===== src/rtl/dmem_arbiter.sv =====
// dmem_arbiter: two-port round-robin arbiter and access sequencer for the
// word-organised data memory. Port 0 is the core LSU, port 1 a DMA/debug
// master. Loads are lane-extracted and sign/zero extended. Byte and halfword
// stores become read-modify-write sequences. The memory has a combinational
// read and writes on the rising clock edge.
module dmem_arbiter #(
  parameter int DEPTH = 60,
  parameter int IDX_W = 6
) (
  input  logic             clk,
  input  logic             rst,

  input  logic             req0_valid,
  output logic             req0_ready,
  input  logic             req0_we,
  input  logic [31:0]      req0_addr,
  input  logic [31:0]      req0_wdata,
  input  logic [2:0]       req0_func3,
  output logic             rsp0_valid,
  output logic [31:0]      rsp0_rdata,
  output logic             rsp0_err,

  input  logic             req1_valid,
  output logic             req1_ready,
  input  logic             req1_we,
  input  logic [31:0]      req1_addr,
  input  logic [31:0]      req1_wdata,
  input  logic [2:0]       req1_func3,
  output logic             rsp1_valid,
  output logic [31:0]      rsp1_rdata,
  output logic             rsp1_err,

  output logic [IDX_W-1:0] mem_addr,
  output logic             mem_read,
  output logic             mem_we,
  output logic [31:0]      mem_wdata,
  input  logic [31:0]      mem_rdata
);

  localparam logic [1:0] S_IDLE   = 2'd0;
  localparam logic [1:0] S_ACCESS = 2'd1;
  localparam logic [1:0] S_MERGE  = 2'd2;
  localparam logic [1:0] S_RESP   = 2'd3;

  // Control state
  logic [1:0]       state;
  logic [1:0]       state_nxt;
  logic             prio;
  logic             gnt_p0;

  // Arbitration and the selected request
  logic             any_valid;
  logic             sel;
  logic             sel_we;
  logic [IDX_W+1:0] sel_addr;
  logic [31:0]      sel_wdata;
  logic [2:0]       sel_func3;
  logic             sel_legal;
  logic             accept;

  // Latched request (p0) and data captured during ACCESS (p1)
  logic             we_p0;
  logic [IDX_W-1:0] idx_p0;
  logic [1:0]       off_p0;
  logic [31:0]      wdata_p0;
  logic [2:0]       func3_p0;
  logic             err_p0;
  logic [31:0]      rdata_p1;
  logic [31:0]      old_p1;

  // Address bits above the word index do not select memory
  logic             unused_addr_bits;
  assign unused_addr_bits = ^{req0_addr[31:IDX_W+2], req1_addr[31:IDX_W+2]};

  // Format, alignment and range check of a request
  function automatic logic is_legal(input logic we, input logic [IDX_W+1:0] a,
                                    input logic [2:0] f3);
    logic fmt_ok;
    logic align_ok;
    logic range_ok;
    if (we)
      fmt_ok = (f3 == 3'b000) || (f3 == 3'b001) || (f3 == 3'b010);
    else
      fmt_ok = (f3 == 3'b000) || (f3 == 3'b001) || (f3 == 3'b010) ||
               (f3 == 3'b100) || (f3 == 3'b101);
    case (f3[1:0])
      2'b01:   align_ok = ~a[0];
      2'b10:   align_ok = (a[1:0] == 2'b00);
      default: align_ok = 1'b1;
    endcase
    range_ok = 32'(a[IDX_W+1:2]) < 32'(DEPTH);
    return fmt_ok && align_ok && range_ok;
  endfunction

  // Select the addressed lane of a loaded word and extend it to 32 bits
  function automatic logic [31:0] load_extract(input logic [31:0] word,
                                               input logic [1:0] off,
                                               input logic [2:0] f3);
    logic [7:0]  b;
    logic [15:0] h;
    logic [31:0] r;
    case (off)
      2'd0:    b = word[7:0];
      2'd1:    b = word[15:8];
      2'd2:    b = word[23:16];
      default: b = word[31:24];
    endcase
    h = off[1] ? word[31:16] : word[15:0];
    case (f3)
      3'b000:  r = {{24{b[7]}}, b};
      3'b001:  r = {{16{h[15]}}, h};
      3'b100:  r = {24'd0, b};
      3'b101:  r = {16'd0, h};
      default: r = word;
    endcase
    return r;
  endfunction

  // Replace only the addressed byte or halfword of the old word
  function automatic logic [31:0] store_merge(input logic [31:0] old,
                                              input logic [15:0] wd,
                                              input logic [1:0] off,
                                              input logic half);
    logic [31:0] m;
    m = old;
    if (half) begin
      if (off[1]) m[31:16] = wd;
      else        m[15:0]  = wd;
    end else begin
      case (off)
        2'd0:    m[7:0]   = wd[7:0];
        2'd1:    m[15:8]  = wd[7:0];
        2'd2:    m[23:16] = wd[7:0];
        default: m[31:24] = wd[7:0];
      endcase
    end
    return m;
  endfunction

  // Round-robin pick and mux of the winning request's fields
  always_comb begin
    any_valid = req0_valid | req1_valid;
    if (req0_valid && req1_valid) sel = prio;
    else                          sel = req1_valid;
    if (sel) begin
      sel_we    = req1_we;
      sel_addr  = req1_addr[IDX_W+1:0];
      sel_wdata = req1_wdata;
      sel_func3 = req1_func3;
    end else begin
      sel_we    = req0_we;
      sel_addr  = req0_addr[IDX_W+1:0];
      sel_wdata = req0_wdata;
      sel_func3 = req0_func3;
    end
    sel_legal = is_legal(sel_we, sel_addr, sel_func3);
    accept    = (state == S_IDLE) && any_valid;
  end

  assign req0_ready = accept && !sel;
  assign req1_ready = accept && sel;

  // Next-state decode of the access sequencer
  always_comb begin
    state_nxt = state;
    case (state)
      S_IDLE:   if (any_valid) state_nxt = sel_legal ? S_ACCESS : S_RESP;
      S_ACCESS: state_nxt = (we_p0 && func3_p0[1:0] != 2'b10) ? S_MERGE : S_RESP;
      S_MERGE:  state_nxt = S_RESP;
      default:  state_nxt = S_IDLE;
    endcase
  end

  // Control registers: FSM state, grant owner and round-robin pointer
  always_ff @(posedge clk or posedge rst) begin
    if (rst) begin
      state  <= S_IDLE;
      prio   <= 1'b0;
      gnt_p0 <= 1'b0;
    end else begin
      state <= state_nxt;
      if (accept)            gnt_p0 <= sel;
      if (state == S_RESP)   prio   <= ~gnt_p0;
    end
  end

  // Stage p0 -> p1: latch the accepted request, then capture memory data
  always_ff @(posedge clk) begin
    if (accept) begin
      we_p0    <= sel_we;
      idx_p0   <= sel_addr[IDX_W+1:2];
      off_p0   <= sel_addr[1:0];
      wdata_p0 <= sel_wdata;
      func3_p0 <= sel_func3;
      err_p0   <= ~sel_legal;
      rdata_p1 <= '0;
    end
    if (state == S_ACCESS) begin
      if (!we_p0) rdata_p1 <= load_extract(mem_rdata, off_p0, func3_p0);
      old_p1 <= mem_rdata;
    end
  end

  // Memory-side drive; quiet outside ACCESS and MERGE so reset silences it at once
  always_comb begin
    mem_addr  = '0;
    mem_read  = 1'b0;
    mem_we    = 1'b0;
    mem_wdata = '0;
    case (state)
      S_ACCESS: begin
        mem_addr = idx_p0;
        mem_read = 1'b1;
        if (we_p0 && func3_p0[1:0] == 2'b10) begin
          mem_we    = 1'b1;
          mem_wdata = wdata_p0;
        end
      end
      S_MERGE: begin
        mem_addr  = idx_p0;
        mem_we    = 1'b1;
        mem_wdata = store_merge(old_p1, wdata_p0[15:0], off_p0, func3_p0[0]);
      end
      default: ;
    endcase
  end

  // Response pulse to the granted port during RESP only
  always_comb begin
    rsp0_valid = (state == S_RESP) && !gnt_p0;
    rsp1_valid = (state == S_RESP) && gnt_p0;
    rsp0_rdata = rsp0_valid ? rdata_p1 : '0;
    rsp1_rdata = rsp1_valid ? rdata_p1 : '0;
    rsp0_err   = rsp0_valid && err_p0;
    rsp1_err   = rsp1_valid && err_p0;
  end

endmodule

===== config.mk =====
export PLATFORM = sky130hd
export DESIGN_NAME = dmem_arbiter
export DESIGN_NICKNAME = d
export VERILOG_FILES = /design/src/rtl/dmem_arbiter.sv
export SDC_FILE = /design/constraint.sdc
export NUM_CORES = 1
export LEC_CHECK = 0
export ABC_AREA = 1
export BUFFER_PORTS_ARGS = -buffer_cell sky130_fd_sc_hd__buf_2
export CORE_UTILIZATION = 40
export CTS_CLUSTER_SIZE = 16
export DETAILED_ROUTE_END_ITERATION = 12
export PLACE_DENSITY = 0.69
export SYNTH_ARGS = -nofsm -noshare
export SYNTH_HDL_FRONTEND = slang
export SYNTH_SLANG_ARGS = --single-unit

===== constraint.sdc =====
create_clock -name clk -period 2.9 [get_ports clk]
set_input_delay 0.145 -clock clk [delete_from_list [all_inputs] [get_ports clk]]
set_output_delay 0.145 -clock clk [all_outputs]
set_load 0.01 [all_outputs]

Word-level counts from Yosys, hierarchy flattened
Cells that the tools add are included. Widths: inputs -> output; s select.

Flip-flop bits (word level): 113. Input port bits: 172. Output and inout port bits: 110. Logic and storage cells: 90.

$lt $le $gt $ge: 1. Eq/ne operators: 17. Mux-type cells: 32. Bitwise logic cells: 4. Reduce and logical (&&, ||, !) cells: 25.

Operator list (number): $mux 32 (8); $pmux 32 s4 (1); $pmux 32 s2 (1); $mux 16 (3); $mux 8 (5); $pmux 8 s3 (1); $eq 3x3->1 const B (4); $logic_and 1x1->1 (12); $eq 2x2->1 const B (5); $eq 2x1->1 const B (3); $eq 3x1->1 const B (2); $logic_not 2->1 (3); $logic_not 3->1 (2); $lt 6x6->1 const B (1); $mux 1 (6); $mux 6 (1); $pmux 2 s3 (1); $logic_or 1x1->1 (4); $mux 2 (2); $ne 2x2->1 const B (2); $pmux 1 s2 (2); $eq 3x2->1 const B (1); $mux 3 (1); $not 1->1 (3); other kinds (4) (5).

Logic depth before layout (Yosys ltp)
Gate-level depths: netlist (run 1).

Word-level depth: 14. Depth in mapped cells: 13. Depth with buffers taken out: 13.

Worst setup path before layout (run 1)
OpenSTA, ideal clock, no wires.

Kind: register to register. Start point: register state[1]. End point: register rdata_p1[1]. Library setup time: 0.116 ns. Data arrival time: 2.469 ns. Data required time: 2.784 ns. Path slack: 0.315 ns. Stages on the path, launching flop included: 9. Path buffers: 2. Clock period less this slack: 2.585 ns. Cells stage by stage: dfrtp_1 > inv_1 > ha_1 > inv_1 > nor2_2 > inv_1 > buf_2 > buf_2 > a31o_2.

Cells in the longest elaborated chain, start to end: 5. Elaborated cells between the ends (all ways): 6. Classes of those cells: eq/ne: 1; mux: 3; reduce/logical: 2.

Ends and longest elaborated chain: start, declared (RTL line 46) `logic [1:0] state;`; start signal, assigned (RTL line 181) `state <= state_nxt;`; $logic_not 2->1 (RTL line 157) `accept = (state == S_IDLE) && any_valid;`; $logic_and 1x1->1 (RTL line 157); $mux 32 (RTL line 189) `if (accept) begin`; $mux 32 (RTL line 199) `if (!we_p0) rdata_p1 <= load_extract(mem_rdata, off_p0, func3_p0);`; $mux 32 * (RTL line 198) `if (state == S_ACCESS) begin`; end signal, assigned (RTL line 199); end, declared (RTL line 68) `logic [31:0] rdata_p1;`.

Mark *: on every way between the ends. The rest lies on a longest branch, timed or not. A chain may end at the register's enable or synchronous reset.

Worst setup path in the final report (run 1)
Start point: register state[1]. End point: output mem_wdata[5].

Cells in the longest elaborated chain, start to end: 2. Elaborated cells between the ends (all ways): 3. Classes of those cells: eq/ne: 2; mux: 1.

Ends and longest elaborated chain: $eq 2x2->1 or $eq 2x1->1 (tied branches) (RTL line 210) `case (state)`; $pmux 32 s2 * (RTL line 210); end, declared (RTL line 36) `output logic [31:0] mem_wdata,`.

Marks and branches as above.

==> results of run 1 <==
-- worst paths after layout --
| path | startpoint | end | slack [ns] | cells past startpoint |
|---|---|---|---|---|
| setup reg to reg | state[1]$_DFFE_PP0P_ | rdata_p1[7]$_DFF_P_ | 0.71 | 9 |
| hold reg to reg | rdata_p1[15]$_DFF_P_ | rdata_p1[15]$_DFF_P_ | 0.48 | 2 |
| hold / removal | req0_wdata[14] | wdata_p0[14]$_DFFE_PP_ | 0.02 | 3 |
| min in group asynchronous | rst | gnt_p0$_DFFE_PP0P_ | 0.15 | 3 |
| setup / recovery | state[1]$_DFFE_PP0P_ | mem_wdata[5] | 0.27 | 8 |
| max in group asynchronous | rst | state[0]$_DFFE_PP0P_ | 2.59 | 3 |
-- through the flow --
stage,setup slack (ns),hold slack (ns)
after floorplan,0.3150,-0.08892
after global placement,0.7495,0.03746
after detailed placement,0.7329,0.04011
after CTS,0.2400,0.0008329
after global routing,0.09161,0.02088
final,0.2705,0.01984
-- registers in the layout, summed over array words and instances, names as in the netlist --
signal	count
gnt_p0	1
off_p0	2
func3_p0	3
wdata_p0	32
rdata_p1	32
idx_p0	6
prio	1
state	2
err_p0	1
we_p0	1
old_p1	32
-- worst max-delay path, cell delays in order, from the launching register on --
cell and delay (ns):
dfrtp_1 0.43, inv_1 0.10, ha_1 0.43, nand3_1 0.19, inv_1 0.08, buf_4 0.33
nand2_1 0.08, a21oi_1 0.23, buf_2 0.19
-- cell usage after synthesis, types with 6 or more instances --
library cell | count | area, um2
a21oi_1 | 75 | 375.4
buf_1 | 8 | 30.03
buf_2 | 13 | 65.06
clkbuf_1 | 28 | 105.1
dfxtp_1 | 32 | 640.6
edfxtp_1 | 77 | 2312
inv_1 | 120 | 450.4
nand2_1 | 279 | 1047
nand3_1 | 22 | 110.1
nor2_1 | 118 | 442.9
nor3_1 | 6 | 30.03
o211ai_1 | 6 | 45.04
o21ai_0 | 95 | 475.5
o21ai_2 | 11 | 96.34
o221ai_1 | 7 | 61.31
o31ai_1 | 8 | 60.06
-- cell usage in the layout, fill, tap and decap left out, types with 3 or more instances in the layout --
master | netlist | final
o31ai_1 | 8 | 8
nor3_1 | 6 | 6
nand2_1 | 279 | 279
clkinv_2 | 0 | 4
dfrtp_1 | 4 | 4
buf_4 | 3 | 17
ha_1 | 5 | 5
nand2_4 | 3 | 3
nand3_1 | 22 | 22
o21ai_2 | 11 | 11
inv_1 | 120 | 119
inv_2 | 3 | 4
buf_2 | 13 | 233
o41ai_2 | 5 | 5
a31oi_1 | 4 | 4
dfxtp_1 | 32 | 32
nor2_1 | 118 | 118
o211ai_1 | 6 | 6
o21ai_0 | 95 | 95
edfxtp_1 | 77 | 77
a21oi_1 | 75 | 75
dlygate4sd3_1 | 0 | 88
o2111ai_1 | 3 | 3
clkbuf_16 | 0 | 20
o221ai_1 | 7 | 7
clkbuf_8 | 0 | 3
nand3b_1 | 5 | 5
-- layer usage --
layer	vias to the layer above	GRT usage	wire (um)
li1	3718	-	-
met1	3279	0.3220	9729
met2	324	0.4097	10360
met3	41	0.06126	1569
met4	0	0.1010	567
met5	-	0	0
-- report_power, final --
part,internal [mW],total [mW],switching (mW)
Combinational,1.30,3.79,2.49
Clock,1.48,2.23,0.747
Sequential,2.39,2.68,0.297
-- area by class of cell --
cell class,instances,share of cell area
sequential,113,0.3124
inverter,125,0.04827
clock buffer,24,0.05582
clock inverter,8,0.009474
multi-input combinational,667,0.3213
timing repair buffer,339,0.2246
tap,220,0.02817
-- cells by family after synthesis --
kind of cell	share of synthesized area
AND/OR/NAND/NOR	0.2525
AO/OA/AOI/OAI	0.1910
buffers and inverters	0.1065
flip-flops	0.4410
adder cells (fa/ha/maj)	0.009037
==> results.yml, run 1 <==
detailed_routing:
  avgRoutedWirePerCell_um: 14.85
  drt_iter0_drc: 561
  dr.pass1.iters: 5
  vias: 7362
  drc: 0
  via_per_inst: 4.921
  wirelength_mm: 22.22
  detail-route-antenna-nets: 0
clock_tree:
  cts_resized: 0
  cts_setup_buffers: 0
  ctsRootBufferMaster: "clkbuf_16"
  htree_levels: 4
  clkLatencyLatePin_ns: 0.43
  ctsHoldBuffers: 88
  cts.path.max_buffers: 2
  clk_pin_slew_ns: 0.05
  tritoncts: "built"
  cts_made_buffers: 17
  cts_sinks: 113
placed_design:
  dp_hpwl_mm: 15.32
  dpl_cell_area_um2: 8254
  port_buffers: 233
  dp.cells: 1376
  place.gp.congestion: 0.8967
sta:
  period_needed_ns: 2.630
  rsz0062_at_grt: "false"
  setup_tns_ns: 0
  worst_pin_slew_ns: 0.6392
  period_share: 0.9067
  slew_headroom: 0.5734
  clock.fmax_mhz: 380.3
  clock_skew_ns: 0.006241
  maxSlewViolCount: 0
  setup_viol: 0
  hold_violations: 0
yosys:
  netlist-cell-type-count: 40
  async_flop_share: 0.03540
  syn_area_per_cell_um2: 7.211
  ys_seq_area_frac: 0.4410
  netlist_area_um2: 6923
  synth_edf_count: 77
  ys_warn_count: 0
  synth_seq_cells: 113
  syn_nets: 1137
  synthCells: 960
  ys.flop_type: "edfxtp_1"
finish:
  syn2layout_area_growth_pct: 41.17
  stdcell_count: 1496
  multi_input_area_um2: 3141
  drive_gt1_frac: 0.2476
  fillers: 1541
  final_util: 0.5831
  seqCellArea_um2: 3053
  num-nets-final: 1440
  antenna_cells: 0
  stdcell_area_um2: 9773
global_route:
  grt_pass1_vias: 6801
  grt_util_all_layers: 0.2523
  grt.overflow.total: 0
  grt_max_degree: 51
  antenna_found_initial: 0
  grt_pass1_wl_mm: 34.63
setup_path:
  crit_required_ns: 2.76
  endpoint_kind: "output port"
  worstPathMaxFanout: 32
  critPathKind: "reg -> out"
  cp.arrival_ns: 2.48
  cp-start-kind: "register"
die:
  num_io_pins: 282
  num_rows: 47
  dieHeight_um: 133.6
  core_um2: 16760
  dieArea_um2: 17840
  initial_core_util: 0.4131
  chipWidth_um: 133.6
power_and_ir_drop:
  p_total_mw: 8.700
  ir_drop_mv: 0.5122
  p_leak_nw: 4.801
  p_per_area_nw_per_um2: 890.2
hold_path:
  min_path_type: "in -> reg"
run:
  max-cap-violations: 0
status:
  status: "complete, no violations"
(Power assumes the default switching activity.)
==> run 2, diff against run 1 <==
Settings changed: ABC_AREA 1 to unset, GPL_TIMING_DRIVEN set to 1, PLACE_DENSITY 0.69 to 0.71.
==> run 2 against run 1 <==
  * Combinational power down 19%
  * Die area down 10%
  * Clock-buffer cell count rose by 3
  * Register-to-register slack worse by 0.08 ns
  * Maximum frequency rose by 1.9%
  * Cell area decreased by 14%
  * Clock skew is 0.00091 ns higher
  * Critical path depth shrank 2
  * Utilization shrank 3.0 points
  * First-iteration DRC count decreased by 19%
  * Critical endpoint is now mem_wdata[17]
==> results.yml, run 2 <==
status:
  status: "complete, no violations"
sta:
  setup_viol: 0
  period_share: 0.8902
  hold_violations: 0
  setup_tns_ns: 0
  period_needed_ns: 2.582
  rsz0062_at_grt: "false"
  clock.fmax_mhz: 387.4
  slew_headroom: 0.3930
  worst_pin_slew_ns: 0.9105
  clock_skew_ns: 0.007155
  maxSlewViolCount: 0
yosys:
  synthAdderAreaFrac: 0.01006
  synth_top_family_by_area: "compound AO/OA/AOI/OAI gates"
  synth_top_cell_by_area: "edfxtp_1"
  yosys.area.top_type_share: 0.3718
  yosys.area_share.simple: 0.1483
  syn_area_per_cell_um2: 10.84
  ys_top_cells_by_count: "edfxtp_1, mux2_2, nand2_1, and2_1, and3_1"
  ys_warn_count: 0
  synth_edf_count: 77
  netlist-cell-type-count: 42
  synth.area.mux_share: 0.09958
  ys_seq_area_frac: 0.4908
  synth_xor_area_frac: 0
  syn_nets: 751
  ys.flop_type: "edfxtp_1"
  netlist_area_um2: 6220
  synthCells: 574
  synth_compound_area_frac: 0.2118
  yosys-top-cells-area: "edfxtp_1, dfxtp_1, mux2_2"
  synth.most_common_cell: "edfxtp_1"
  synth_seq_cells: 113
  async_flop_share: 0.03540
global_route:
  antenna_found_initial: 0
  gr-max-usage-layer: "met2"
  use_met3: 0.05441
  grt_max_degree: 47
  globalRouteMet1Util: 0.3289
  grt_pass1_wl_mm: 29.64
  grt.overflow.total: 0
  grt_util_all_layers: 0.2465
  gr-usage-met2: 0.3962
  grt_pass1_vias: 5343
detailed_routing:
  avgRoutedWirePerCell_um: 19.24
  via_per_inst: 5.658
  detail-route-antenna-nets: 0
  drt_iter0_drc: 454
  wirelength_mm: 19.72
  vias: 5799
  drc: 0
  dr.pass1.iters: 5
setup_path:
  endpoint_kind: "output port"
  critPathKind: "reg -> out"
  max_stage_delay_ns: 0.69
  worstPathMaxFanout: 17
  cp.arrival_ns: 2.44
  crit_chain: "inv_1, nor3_4, buf_4, nand2_1, a21boi_0, buf_2"
  cp-start-kind: "register"
  slowest_stage: "edfxtp_1"
  crit_required_ns: 2.76
run:
  max-cap-violations: 0
clock_tree:
  cts_setup_buffers: 0
  htree_levels: 4
  cts.path.max_buffers: 2
  cts_sinks: 113
  clkLatencyLatePin_ns: 0.41
  ctsRootBufferMaster: "clkbuf_16"
  tritoncts: "built"
  cts_made_buffers: 17
  clk_pin_slew_ns: 0.05
finish:
  num-nets-final: 1001
  final_common_cell: "buf_2"
  final_cell_mix: "buf_2, edfxtp_1, mux2_2"
  seqCellArea_um2: 3053
  antenna_cells: 0
  syn2layout_area_growth_pct: 35.22
  drive_gt1_frac: 0.4289
  reg_top3: "old_p1 x32, rdata_p1 x32, wdata_p0 x32"
  fillers: 1355
  multi_input_area_um2: 2947
power_and_ir_drop:
  p_total_mw: 7.668
  p_per_area_nw_per_um2: 911.7
  ir_drop_mv: 0.5162
  p_leak_nw: 3.743
die:
  initial_core_util: 0.4091
  chipWidth_um: 126.7
  dieHeight_um: 126.7
  dieArea_um2: 16050
  num_io_pins: 282
  num_rows: 45
  core_um2: 15200
placed_design:
  dp_hpwl_mm: 13.85
  place.gp.congestion: 0.8507
  port_buffers: 233
hold_path:
  min_path_type: "in -> reg"
run 2: final timing paths:
check	start	end	slack [ns]	cells after the start
worst min-delay path	req0_wdata[20]	wdata_p0[20]$_DFFE_PP_	0.04	2
min in group asynchronous	rst	prio$_DFFE_PP0N_	0.16	3
max in group asynchronous	rst	state[1]$_DFFE_PP0P_	2.59	3
worst min register to register	rdata_p1[27]$_DFF_P_	rdata_p1[27]$_DFF_P_	0.50	1
worst max-delay path	func3_p0[1]$_DFFE_PP_	mem_wdata[17]	0.32	6
worst max register to register	func3_p0[0]$_DFFE_PP_	rdata_p1[22]$_DFF_P_	0.63	4
run 2: worst max-delay path, delay by kind of cell (launching register included):
kind	cells	cell delay, ns
flip-flops	1	0.69
buffers and inverters	3	0.66
AND/OR/NAND/NOR	2	0.47
AO/OA/AOI/OAI	1	0.20
run 2: per-layer routing:
metal,part of all wire,vias up,routed length [um]
met3,0.076,40,1494
met5,0,-,0
met2,0.47,298,9200
li1,-,2678,-
met1,0.43,2783,8512
met4,0.026,0,512
run 2: stage by stage:
step,hold WS (ns),setup slack [ns],cell area (um2),std cells,util
after floorplan,-0.08892,0.1274,6220,574,-
after global placement,0.02843,0.7054,7594,967,0.4995
after detailed placement,0.04001,0.6281,7594,967,0.4995
after CTS,0.01324,0.1766,8404,1025,0.5528
after global routing,0.01049,0.1311,8411,1025,0.5533
final,0.03536,0.3185,8411,1025,0.5533
run 2: area by class of cell:
type,count,area share
flip-flops and latches,113,0.3630
multi-input cells,402,0.3503
repair buffers,281,0.1892
clock buffers,27,0.06248
well taps,188,0.02797
inverters,9,0.004017
clock inverters,5,0.002975
run 2: power breakdown:
group	leakage, nW	internal [mW]	switching [mW]	total [mW]
clock	0.275	1.23	0.697	1.93
combinational	2.44	1.26	1.80	3.06
sequential	1.03	2.35	0.331	2.68
run 2: what timing repair did:
action,CTS,global route
gates resized for setup,0,1
endpoints found under the hold margin,29,0
hold buffers,26,0
setup endpoints to repair,0,3
run 2: logic make-up after synthesis:
group,Yosys count
compound gates,170
fa+ha+maj,5
buf+inv,59
flops,113
mux,54
simple gates,173
